### src/rtl/countdown_pkg.sv
// Shared state encoding, key-vector layout and decimal helpers for the
// countdown timer controller.
package countdown_pkg;

  typedef enum logic [2:0] {
    ST_SET   = 3'd0,
    ST_RUN   = 3'd1,
    ST_PAUSE = 3'd2,
    ST_WARN  = 3'd3,
    ST_DONE  = 3'd4
  } state_e;

  localparam int KEY_INC   = 0;
  localparam int KEY_DEC   = 1;
  localparam int KEY_LEFT  = 2;
  localparam int KEY_RIGHT = 3;
  localparam int KEY_START = 4;
  localparam int KEY_CLEAR = 5;
  localparam int KEY_N     = 6;

  // 10^idx, truncated to width bits; constant-bounded loop so it elaborates cleanly.
  function automatic longint unsigned pow10(input int idx, input int width);
    longint unsigned r;
    r = 64'd1;
    for (int i = 0; i < 19; i++)
      if (i < idx) r = r * 64'd10;
    if (width < 64) r = r & ((64'd1 << width) - 64'd1);
    return r;
  endfunction

  function automatic longint unsigned max_value(input int digits);
    return pow10(digits, 64) - 64'd1;
  endfunction

endpackage

### src/rtl/countdown_timer_ctrl_key_edge.sv
// Rising-edge detector for a vector of debounced key levels.
module key_edge #(
  parameter int W = 6
) (
  input  logic         clk,
  input  logic [W-1:0] key_i,
  output logic [W-1:0] rise_o
);

  logic [W-1:0] hist_q;

  // History follows the keys even while the controller is in reset, so a key
  // held across reset release is not mistaken for a fresh press.
  always_ff @(posedge clk) begin
    hist_q <= key_i;
  end

  assign rise_o = key_i & ~hist_q;

endmodule

### src/rtl/countdown_timer_ctrl.sv
// Countdown timer controller: digit-wise preset editing, run/pause/resume,
// warning region and done pulse, all outputs registered.
module countdown_timer_ctrl
  import countdown_pkg::*;
#(
  parameter int DIGITS     = 6,
  parameter int CNT_W      = 20,
  parameter int TICK_DIV   = 10,
  parameter int WARN_LEVEL = 300,
  parameter int SEL_INIT   = 2,
  parameter int POINT_MASK = 0
) (
  input  logic              clk,
  input  logic              rst_n,
  input  logic              key_inc,
  input  logic              key_dec,
  input  logic              key_left,
  input  logic              key_right,
  input  logic              key_start,
  input  logic              key_clear,
  output logic [CNT_W-1:0]  value,
  output logic [DIGITS-1:0] blink_mask,
  output logic [DIGITS-1:0] point_mask,
  output logic [2:0]        state,
  output logic              warn,
  output logic              done_pulse
);

  localparam int SEL_W = (DIGITS > 1) ? $clog2(DIGITS) : 1;
  localparam int PRE_W = (TICK_DIV > 1) ? $clog2(TICK_DIV) : 1;
  localparam logic [CNT_W-1:0] MAXV   = CNT_W'(max_value(DIGITS));
  localparam logic [CNT_W-1:0] WARN_V = CNT_W'(WARN_LEVEL);
  localparam logic [PRE_W-1:0] PRE_TOP = PRE_W'(TICK_DIV - 1);
  localparam logic [SEL_W-1:0] SEL_TOP = SEL_W'(DIGITS - 1);

  logic [KEY_N-1:0] keys, rise;
  logic inc_e, dec_e, left_e, right_e, start_e, clear_e;

  state_e             state_q, state_d;
  logic [CNT_W-1:0]   preset_q, preset_d;
  logic [CNT_W-1:0]   cnt_q, cnt_d;
  logic [SEL_W-1:0]   sel_q, sel_d;
  logic [PRE_W-1:0]   presc_q, presc_d;
  logic [CNT_W-1:0]   value_q, value_d;
  logic [DIGITS-1:0]  blink_q, blink_d;
  logic               warn_q, warn_d;
  logic               done_q, done_d;
  logic [CNT_W-1:0]   step;
  logic               tick;

  assign keys = {key_clear, key_start, key_right, key_left, key_dec, key_inc};

  key_edge #(.W(KEY_N)) u_key_edge (
    .clk    (clk),
    .key_i  (keys),
    .rise_o (rise)
  );

  assign inc_e   = rise[KEY_INC];
  assign dec_e   = rise[KEY_DEC];
  assign left_e  = rise[KEY_LEFT];
  assign right_e = rise[KEY_RIGHT];
  assign start_e = rise[KEY_START];
  assign clear_e = rise[KEY_CLEAR];

  assign tick = (presc_q == PRE_TOP);

  always_comb begin
    step = '0;
    for (int i = 0; i < DIGITS; i++)
      if (int'(sel_q) == i) step = CNT_W'(pow10(i, CNT_W));

    state_d  = state_q;
    preset_d = preset_q;
    cnt_d    = cnt_q;
    sel_d    = sel_q;
    presc_d  = presc_q;

    case (state_q)
      ST_SET: begin
        if (left_e && !right_e)
          sel_d = (sel_q == SEL_TOP) ? '0 : sel_q + SEL_W'(1);
        else if (right_e && !left_e)
          sel_d = (sel_q == '0) ? SEL_TOP : sel_q - SEL_W'(1);

        if (inc_e && !dec_e) begin
          if (preset_q <= MAXV - step) preset_d = preset_q + step;
        end else if (dec_e && !inc_e) begin
          if (preset_q >= step) preset_d = preset_q - step;
        end

        if (start_e && preset_q != '0) begin
          cnt_d   = preset_q;
          presc_d = '0;
          state_d = (preset_q <= WARN_V) ? ST_WARN : ST_RUN;
        end
      end
      ST_RUN, ST_WARN: begin
        // A pause on the wrap cycle wins; the prescaler stays where it was.
        if (start_e) begin
          state_d = ST_PAUSE;
        end else if (tick) begin
          presc_d = '0;
          cnt_d   = cnt_q - CNT_W'(1);
          if (cnt_q == CNT_W'(1))
            state_d = ST_DONE;
          else if (cnt_q - CNT_W'(1) <= WARN_V)
            state_d = ST_WARN;
        end else begin
          presc_d = presc_q + PRE_W'(1);
        end
      end
      ST_PAUSE: begin
        if (clear_e)
          state_d = ST_SET;
        else if (start_e)
          state_d = (cnt_q <= WARN_V) ? ST_WARN : ST_RUN;
      end
      ST_DONE: begin
        if (start_e || clear_e) state_d = ST_SET;
      end
      default: state_d = ST_SET;
    endcase

    value_d = cnt_d;
    blink_d = '0;
    if (state_d == ST_SET) begin
      value_d = preset_d;
      blink_d = DIGITS'(1) << sel_d;
    end else if (state_d == ST_DONE) begin
      value_d = '0;
      blink_d = '1;
    end
    warn_d = (state_d == ST_WARN);
    done_d = (state_d == ST_DONE) && (state_q != ST_DONE);
  end

  always_ff @(posedge clk) begin
    if (!rst_n) begin
      state_q  <= ST_SET;
      preset_q <= '0;
      cnt_q    <= '0;
      sel_q    <= SEL_W'(SEL_INIT);
      presc_q  <= '0;
      value_q  <= '0;
      blink_q  <= DIGITS'(1) << SEL_INIT;
      warn_q   <= 1'b0;
      done_q   <= 1'b0;
    end else begin
      state_q  <= state_d;
      preset_q <= preset_d;
      cnt_q    <= cnt_d;
      sel_q    <= sel_d;
      presc_q  <= presc_d;
      value_q  <= value_d;
      blink_q  <= blink_d;
      warn_q   <= warn_d;
      done_q   <= done_d;
    end
  end

  assign value      = value_q;
  assign blink_mask = blink_q;
  assign point_mask = DIGITS'(POINT_MASK);
  assign state      = state_q;
  assign warn       = warn_q;
  assign done_pulse = done_q;

endmodule

### config.mk
export PLATFORM = sky130hd
export DESIGN_NAME = countdown_timer_ctrl
export DESIGN_NICKNAME = d
export VERILOG_FILES = /design/src/rtl/countdown_pkg.sv /design/src/rtl/countdown_timer_ctrl_key_edge.sv /design/src/rtl/countdown_timer_ctrl.sv
export SDC_FILE = /design/constraint.sdc
export NUM_CORES = 1
export LEC_CHECK = 0
export BUFFER_PORTS_ARGS = -buffer_cell sky130_fd_sc_hd__buf_2
export CELL_PAD_IN_SITES_DETAIL_PLACEMENT = 2
export CELL_PAD_IN_SITES_GLOBAL_PLACEMENT = 2
export CORE_MARGIN = 1.5
export CORE_UTILIZATION = 36
export CTS_CLUSTER_SIZE = 30
export DETAILED_ROUTE_END_ITERATION = 8
export PLACE_DENSITY_LB_ADDON = 0.08
export SKIP_LAST_GASP = 1
export SLEW_MARGIN = 20
export SYNTH_ARGS = -nofsm -noshare
export SYNTH_HDL_FRONTEND = slang
export SYNTH_SLANG_ARGS = --single-unit
### constraint.sdc
create_clock -name clk -period 5.11 [get_ports clk]
set_clock_uncertainty 0.1 [all_clocks]
set_input_delay 0.7665 -clock clk [delete_from_list [all_inputs] [get_ports clk]]
set_output_delay 0.7665 -clock clk [all_outputs]
set_load 0.005 [all_outputs]
=== After elaboration in Yosys (flattened, before gate mapping) ===
Index checks and enable logic that the tools add are counted.

* Flip-flop bits (word level): 84
* Output and inout port bits: 37
* Word-level logic and storage cells: 120

* Add/subtract/negate cells: 7
* $mul: 10
* $lt $le $gt $ge: 5
* Equal/unequal tests: 17
* Shifts and indexed selects: 1
* Mux-type cells: 49
* Bitwise logic cells: 2
* Reductions and logical operators: 19

{| class="wikitable"
|+ Operators by type and width
! operator !! count
|-
| 2-to-1 mux 64 bit || 10
|-
| multiplier 64 x 3 -> 63 bit, second input constant || 6
|-
| 2-to-1 mux 20 bit || 14
|-
| multiplier 64 x 3 -> 19 bit, second input constant || 4
|-
| less-or-equal comparator 20 x 9 -> 1 bit, second input constant || 3
|-
| one-hot mux 20 bit (2 select lines) || 1
|-
| 2-to-1 mux 3 bit || 13
|-
| equality test 3 bit, second input constant || 7
|-
| adder 20 bit || 1
|-
| equality test 20 x 1 -> 1 bit, second input constant || 1
|-
| >= comparator 20 bit || 1
|-
| less-or-equal comparator 20 bit || 1
|-
| nonzero test 20 bit || 1
|-
| subtractor 20 x 1 -> 20 bit, second input constant || 1
|-
| subtractor 20 bit || 1
|-
| subtractor 20 bit, first input constant || 1
|-
| 2-to-1 mux 4 bit || 4
|-
| equality test 3 x 2 -> 1 bit, second input constant || 4
|-
| logical NOT 3 bit || 4
|-
| 2-to-1 mux 6 bit || 2
|-
| one-hot mux 3 bit (4 select lines) || 1
|-
| one-hot mux 4 bit (2 select lines) || 1
|-
| AND 6 bit || 1
|-
| logical AND 1 bit || 6
|-
| 16 further kinds || 21
|}

=== Logic depth before layout (Yosys ltp) ===
Gate-level depths: netlist of run 1.

* Depth after elaboration: 16
* Mapped depth: 19

=== Cells and area by module ===
A second synthesis of run 1 with hierarchy kept.

* Cell total of the unflattened synthesis: 791
* Area, all modules: 6202.2 um^2

{| class="wikitable"
|+ Modules (own cells, without submodules)
! module !! instances !! cells each !! area an instance (um^2)
|-
| countdown_timer_ctrl || 1 || 779 || 5999.5
|-
| key_edge || 1 || 12 || 202.7
|}

=== Worst setup path after synthesis of run 1 ===
OpenSTA, ideal clock, no wires.

* Path kind: flip-flop to flip-flop
* Start: reg sel_q[2]
* End: reg value_q[9] (netlist: value[9])
* Arrival: 3.955 ns
* Required time: 4.893 ns
* Path slack: 0.938 ns
* Stages on the path, launching flop included: 18
* Clock period less this slack: 4.172 ns
* Cell sequence: dfxtp_1 -> clkbuf_1 -> inv_1 -> ha_1 -> clkbuf_1 -> nor4b_1 -> inv_1 -> ha_1 -> buf_2 -> nor4_1 -> o31a_1 -> or4_1 -> buf_2 -> a211o_1 -> buf_6 -> o311a_1 -> o221a_4 -> a22o_1

* Word-level cells in the longest chain between the ends: 13

{| class="wikitable"
|+ Ends and longest elaborated chain
! item !! line !! RTL
|-
| from (decl) || countdown_timer_ctrl.sv:42 || <nowiki>logic [SEL_W-1:0] sel_q, sel_d;</nowiki>
|-
| from (signal assigned) || countdown_timer_ctrl.sv:143 || <nowiki>sel_q <= SEL_W'(SEL_INIT);</nowiki>
|-
| from (signal assigned) || countdown_timer_ctrl.sv:153 || <nowiki>sel_q <= sel_d;</nowiki>
|-
| logical NOT 3 bit || countdown_timer_ctrl.sv:71 || <nowiki>if (int'(sel_q) == i) step = CNT_W'(pow10(i, CNT_W));</nowiki>
|-
| 2-to-1 mux 1 bit || countdown_timer_ctrl.sv:71 ||
|-
| 2-to-1 mux 4 bit || countdown_timer_ctrl.sv:71 ||
|-
| 2-to-1 mux 20 bit (3 in a row) || countdown_timer_ctrl.sv:71 ||
|-
| 2-to-1 mux 20 bit (*) || countdown_timer_ctrl.sv:71 ||
|-
| subtractor 20 bit (tied with other cells) || countdown_timer_ctrl.sv:87 || <nowiki>if (preset_q <= MAXV - step) preset_d = preset_q + step;</nowiki>
|-
| less-or-equal comparator 20 bit or 2-to-1 mux 20 bit (tied branches) || countdown_timer_ctrl.sv:87, countdown_timer_ctrl.sv:89 ||
|-
| 2-to-1 mux 20 bit (on tied branches) || countdown_timer_ctrl.sv:87, countdown_timer_ctrl.sv:88 ||
|-
| 2-to-1 mux 20 bit (*) || countdown_timer_ctrl.sv:86 || <nowiki>if (inc_e && !dec_e) begin</nowiki>
|-
| 2-to-1 mux 20 bit (*) || countdown_timer_ctrl.sv:79 || <nowiki>case (state_q)</nowiki>
|-
| 2-to-1 mux 20 bit (*) || countdown_timer_ctrl.sv:127 || <nowiki>if (state_d == ST_SET) begin</nowiki>
|-
| to (signal assigned) || countdown_timer_ctrl.sv:155 || <nowiki>value_q <= value_d;</nowiki>
|-
| to (decl) || countdown_timer_ctrl.sv:44 || <nowiki>logic [CNT_W-1:0] value_q, value_d;</nowiki>
|}

Every way passes the cells marked *; elsewhere a longest branch is shown, timed or not.
A chain may end at the register's enable or synchronous reset.

=== Worst setup path after layout of run 1 ===
* Start: reg sel_q[2]
* End: reg value_q[8] (netlist: value[8])

The elaborated chain is that of the path after synthesis.

==> results_dict.tcl, run 1 <==
set metrics [dict create \
    critPathKind "reg2reg" \
    die_w_um 134.7 \
    fin_ws_ns 0.4048 \
    vias 6390 \
    place_area_um2 6610 \
    synth_edf_count 0 \
    fin_crit_ns 4.705 \
    reg2reg_slack_ns 0.40 \
    syn-instance-count 821 \
    vias_per_cell 6.034 \
    yosysTopAreaCell "dfxtp_1" \
    drc 0 \
    die_h_um 134.7 \
    io_pins 45 \
    hp-start "key_clear" \
    irDropWorstVdd_uv 278.4 \
    portBuffers 38 \
    slew_headroom_pct 39.41 \
    power.density_nw_per_um2 668.5 \
    maxCapViolCount 0 \
    placed_cells 1043 \
    htreeDepth 3 \
    ys_seq_area_share_pct 26.91 \
    antenna_found_initial 0 \
    status "complete, no violations" \
    grt_pass1_vias 6755 \
    p_sw_mw 2.378 \
    drive_gt1_share_pct 10.73 \
    holdCritPathClass "in2reg" \
    fmax_mhz 212.5 \
    coreArea_um2 16760 \
    endpoint "value[8]" \
    grt-busiest-layer "met2" \
    required_ns 5.23 \
    yosysWarnings 0 \
    worstReg2RegStart "sel_q[2]" \
    seq_area_um2 1682 \
    cp-end-kind "flop" \
    multi_input_area_um2 4180 \
    switching_share_pct 51.34 \
    setup_violations 0 \
    gp_congestion 0.9184 \
    cp-start-kind "flop" \
    hpwl_um 19830 \
    netlist_area_um2 6248 \
    postRouteAntennaNets 0 \
    drtIter0Drc 377 \
    instances_no_fill 1059 \
    start_util_pct 37.28 \
    grt_pass1_wl_um 40160 \
    crit_path_start "sel_q[2]" \
    antenna_cells 0 \
    whs_path_depth 1 \
    cts_buffer_depth 2 \
    grtUsageMet1_pct 39.57 \
    synthTopCellsByArea "dfxtp_1 27%, ha_1 9.4%, nor2_1 5.8%" \
    pre_cts_ws_ns 0.1198 \
    nets 891 \
    dr.pass1.iters 6 \
    drv_slew 0 \
    fin_crit_sh_pct 92.08 \
    rows 47 \
    fillers 1923 \
    pwr-share-seq_pct 23.6 \
    clock_latency_ns 0.35 \
    fin_util_pct 41.34 \
    die-area_um2 18160 \
    synth_top_flop_cell "dfxtp_1" \
    met3_usage_pct 2.703 \
    avgRoutedWirePerCell_um 23.83 \
    async_flop_share_pct 0 \
    clkTransAtPathRegs_ns 0.07 \
    area_growth_pct 10.89 \
    cts_tree "done" \
    intPower_mw 2.254 \
    synth-seq-cells 84 \
    final_common_cell "nor2_1" \
    final_cell_mix "96 x nor2_1, 84 x dfxtp_1, 52 x a21oi_1" \
    rr_worst_depth 15 \
    r2r_end "value[8]" \
    clock-sinks 84 \
    cp.arrival_ns 4.82 \
    stdcell_area_um2 6929 \
    synth_cell_types 73 \
    root_buffer "clkbuf_16" \
    postCtsSetupBuffers 0 \
    hold_violations 0 \
    synthDominantCellAreaShare_pct 26.91 \
    p_leak_nw 2.883 \
    clkPwrFrac_pct 14.8 \
    cp_max_fo 13 \
    worstMarginPinSlew_ns 0.9055 \
    syn_avg_cell_area_um2 7.611 \
    met2_usage_pct 48.89 \
    p_total_mw 4.632 \
    power_frac_comb_pct 61.6 \
    numCtsBuffers 9 \
    hold_ws_ns 0.4266 \
    grtUsageTotal_pct 28.68 \
    grt_max_degree 42 \
    overflow 0 \
    totalWireLength_um 25240 \
    rsz0062_at_grt "no" \
    tns_ns 0 \
]
==> Yosys cell counts (all sizes together), types with 12 or more instances <==
library cell  count
a21oi            52
a31oi            16
and2             13
buf              16
clkbuf           41
dfxtp            84
ha               47
inv              46
nand2            49
nand2b           15
nand3            17
nand4            12
nor2             96
nor2b            14
nor3             31
nor4             15
o211ai           12
o21ai            43
o31ai            12
==> area by class of cell <==
| type | instances | area share (%) |
|---|---|---|
| multi-input combinational | 639 | 60.33 |
| sequential | 84 | 24.27 |
| timing repair buffer | 54 | 4.478 |
| tap | 220 | 3.973 |
| clock buffer | 10 | 3.449 |
| inverter | 46 | 2.492 |
| clock inverter | 6 | 1.011 |
==> worst max-delay path, cell delays in order, from the launching register on <==
cell and delay, ns:
dfxtp_1 0.51, inv_1 0.14, ha_1 0.37, o21ai_0 0.19, a21boi_1 0.38, nand2_1 0.14
ha_1 0.45, nand4b_1 0.18, nor2_1 0.08, o31a_1 0.11, or4_1 0.67, a211o_1 0.42
buf_4 0.20, o31a_1 0.28, o22ai_1 0.25, o2bb2ai_1 0.10
==> timing repair <==
action / 4_1_cts / 5_1_grt
endpoints found under the setup margin: 0 / 17
resized for setup: 0 / 3
hold buffers: 0 / 0
==> worst min-delay path by stage <==
stage / to
3_3_place_gp: presc_q[3]
3_5_place_dp: cnt_q[13]
4_1_cts: u_key_edge.hist_q[5]
5_1_grt: u_key_edge.hist_q[5]
2_1_floorplan: cnt_q[13]
6_report: u_key_edge.hist_q[5]
==> power by group through the flow <==
stage	clock network [mW]	registers (mW)	logic [mW]
after floorplan	0	0.960	1.96
after global placement	0	1.09	2.70
after detailed placement	0	1.10	2.80
after CTS	0.700	1.09	2.84
after global routing	0.728	1.12	3.14
final	0.687	1.09	2.85
==> flip-flops by register name (all words and copies together), names as in the netlist, 3 cells and up <==
register / count
presc_q: 4
preset_q: 20
value: 20
sel_q: 3
blink_mask: 6
u_key_edge.hist_q: 6
state: 3
cnt_q: 20
==> metal layers <==
layer / wire length [um] / share of wire (%) / vias to the layer above
li1: - / - / 3024
met1: 12290 / 49 / 3241
met2: 12050 / 48 / 107
met3: 666 / 2.6 / 18
met4: 238 / 0.94 / 0
met5: 0 / 0 / -
==> kinds of logic after synthesis <==
family,count (synthesis),synth area share (%)
compound gates,246,27.13
xor+xnor,19,2.663
fa+ha+maj,49,10.05
buf+inv,103,6.808
flops,84,26.91
mux,3,0.5006
other cells,1,0.06001
simple gates,316,25.87
Note: power is estimated with default switching activity, not from simulation.
==> inputs of run 2 (changes only) <==
--- a/config.mk
+++ b/config.mk
@@ -12,7 +12,7 @@
 export CORE_UTILIZATION = 36
 export CTS_CLUSTER_SIZE = 30
 export DETAILED_ROUTE_END_ITERATION = 8
-export PLACE_DENSITY_LB_ADDON = 0.08
+export PLACE_DENSITY = 0.91
 export SKIP_LAST_GASP = 1
 export SLEW_MARGIN = 20
 export SYNTH_ARGS = -nofsm -noshare
==> results_dict.tcl, run 2 (synthesis gave the netlist of run 1 again) <==
set metrics [dict create \
    grt_max_degree 42 \
    cts_buffer_depth 2 \
    required_ns 5.24 \
    slew_headroom_pct 40.88 \
    die-area_um2 18160 \
    placed_cells 1039 \
    reg2reg_slack_ns 0.18 \
    cts_hold_buf 0 \
    root_buffer "clkbuf_16" \
    hpwl_um 18410 \
    clock_latency_ns 0.36 \
    cp-end-kind "flop" \
    maxCapViolCount 0 \
    vias 6784 \
    final_cell_mix "96 x nor2_1, 84 x dfxtp_1, 52 x a21oi_1" \
    rows 47 \
    worstReg2RegStart "sel_q[2]" \
    overflow 0 \
    final_common_cell "nor2_1" \
    ctsResizeCount 0 \
    cp-start-kind "flop" \
    rsz0062_at_grt "yes" \
    place_area_um2 6580 \
    crit_family "compound AO/OA/AOI/OAI gates" \
    fillers 1912 \
    grt_pass1_wl_um 43060 \
    stdcell_area_um2 6940 \
    hold_end "u_key_edge.hist_q[2]" \
    cts_tree "done" \
    hp-start "key_left" \
    io_pins 45 \
    hold_violations 0 \
    worstMarginPinSlew_ns 0.8800 \
    setup_violations 0 \
    drv_slew 0 \
    holdCritPathClass "in2reg" \
    p_leak_nw 2.884 \
    max_stage_delay_ns 0.57 \
    postRouteAntennaNets 0 \
    nets 887 \
    r2r_end "value[18]" \
    crit_buf_inv 1 \
    antenna_cells 0 \
    fin_util_pct 41.41 \
    cp.arrival_ns 5.06 \
    portBuffers 38 \
    cp_max_fo 15 \
    drive_gt1_share_pct 9.952 \
    drc 0 \
    fin_crit_sh_pct 96.44 \
    cp_common_cell "ha_1" \
    dr.pass1.iters 5 \
    clock-sinks 84 \
    die_h_um 134.7 \
    die_w_um 134.7 \
    area_growth_pct 11.07 \
    fmax_mhz 202.9 \
    start_util_pct 37.28 \
    whs_path_depth 1 \
    crit_path_cell_trace "inv_1 > ha_1 > o21ai_0 > a21boi_1 > nand2_1 > ha_1 > or4bb_1 > nor4_1 > a311oi_1 > o21ba_2 > a2111oi_0 > a41oi_1 > o311ai_1" \
    clkTransAtPathRegs_ns 0.08 \
    grtUsageTotal_pct 30.69 \
    cp_slowest_cell "or4bb_1" \
    coreArea_um2 16760 \
    drtIter0Drc 514 \
    grt_pass1_vias 7226 \
    postCtsSetupBuffers 0 \
    status "complete, no violations" \
    hold_ws_ns 0.4248 \
    numCtsBuffers 9 \
    critPathKind "reg2reg" \
    avgRoutedWirePerCell_um 26.13 \
    htreeDepth 3 \
    fin_crit_ns 4.928 \
    gp_congestion 0.8632 \
    vias_per_cell 6.436 \
    irDropWorstVdd_uv 228.9 \
    rr_worst_depth 13 \
    totalWireLength_um 27540 \
    antenna_found_initial 0 \
    instances_no_fill 1054 \
    power.density_nw_per_um2 704.3 \
    p_total_mw 4.888 \
]
run 2: changes by cell type in the layout (fill, tap and decap cells not counted):
cell / change
clkbuf_1: +1
clkbuf_8: -1
o21ai_1: +1
buf_4: -4
bufinv_16: +3
inv_6: -2
clkinv_4: -2
o21ai_2: -1
run 2: routing by layer:
metal / wire, um / track usage [%] / vias up
met2: 13430 / 52.48 / 260
met1: 11700 / 38.80 / 3421
met3: 1290 / 3.979 / 88
met5: 0 / 0 / -
li1: - / - / 3015
met4: 1122 / 13.14 / 0
run 2: worst register-to-register path: cells and delay by family (launching register included):
kind                     cells  cell delay [ns]
adder cells (fa/ha/maj)      2             0.82
flip-flops                   1             0.50
AO/OA/AOI/OAI                7             2.33
buffers and inverters        1             0.13
AND/OR/NAND/NOR              3             0.93
run 2: how the worst max path moves through the flow:
stage	from	end	slack (ns)	cells past startpoint
final	sel_q[2]	value[18]	0.18	13
after global routing	sel_q[2]	value[18]	-0.05	13
after CTS	sel_q[2]	value[18]	0.1	13
after detailed placement	sel_q[2]	value[9]	0.22	13
after global placement	sel_q[2]	value[9]	0.42	13
after floorplan	sel_q[2]	value[9]	0.94	17
run 2: final cells by class:
type / instances / area (um2) / area share [%]
inverter: 46 / 172.7 / 2.488
sequential: 84 / 1682 / 24.23
clock buffer: 10 / 229.0 / 3.299
tap: 220 / 275.3 / 3.966
clock inverter: 5 / 125.1 / 1.803
timing repair buffer: 50 / 280.3 / 4.038
multi-input combinational: 639 / 4177 / 60.18
run 2: power breakdown:
part	internal [mW]	total [mW]	leakage (nW)	switching [mW]
Combinational	1.01	2.96	2.03	1.95
Sequential	0.826	1.10	0.685	0.273
Clock	0.525	0.832	0.173	0.306
Total	2.36	4.89	2.88	2.53
run 2: stage by stage:
| step | setup TNS (ns) | setup WS, ns |
|---|---|---|
| global placement | 0 | 0.4240 |
| global route | -0.04720 | -0.04720 |
| detailed placement | 0 | 0.2237 |
| CTS | 0 | 0.09772 |
| finish | 0 | 0.1818 |
| floorplan | 0 | 0.9383 |
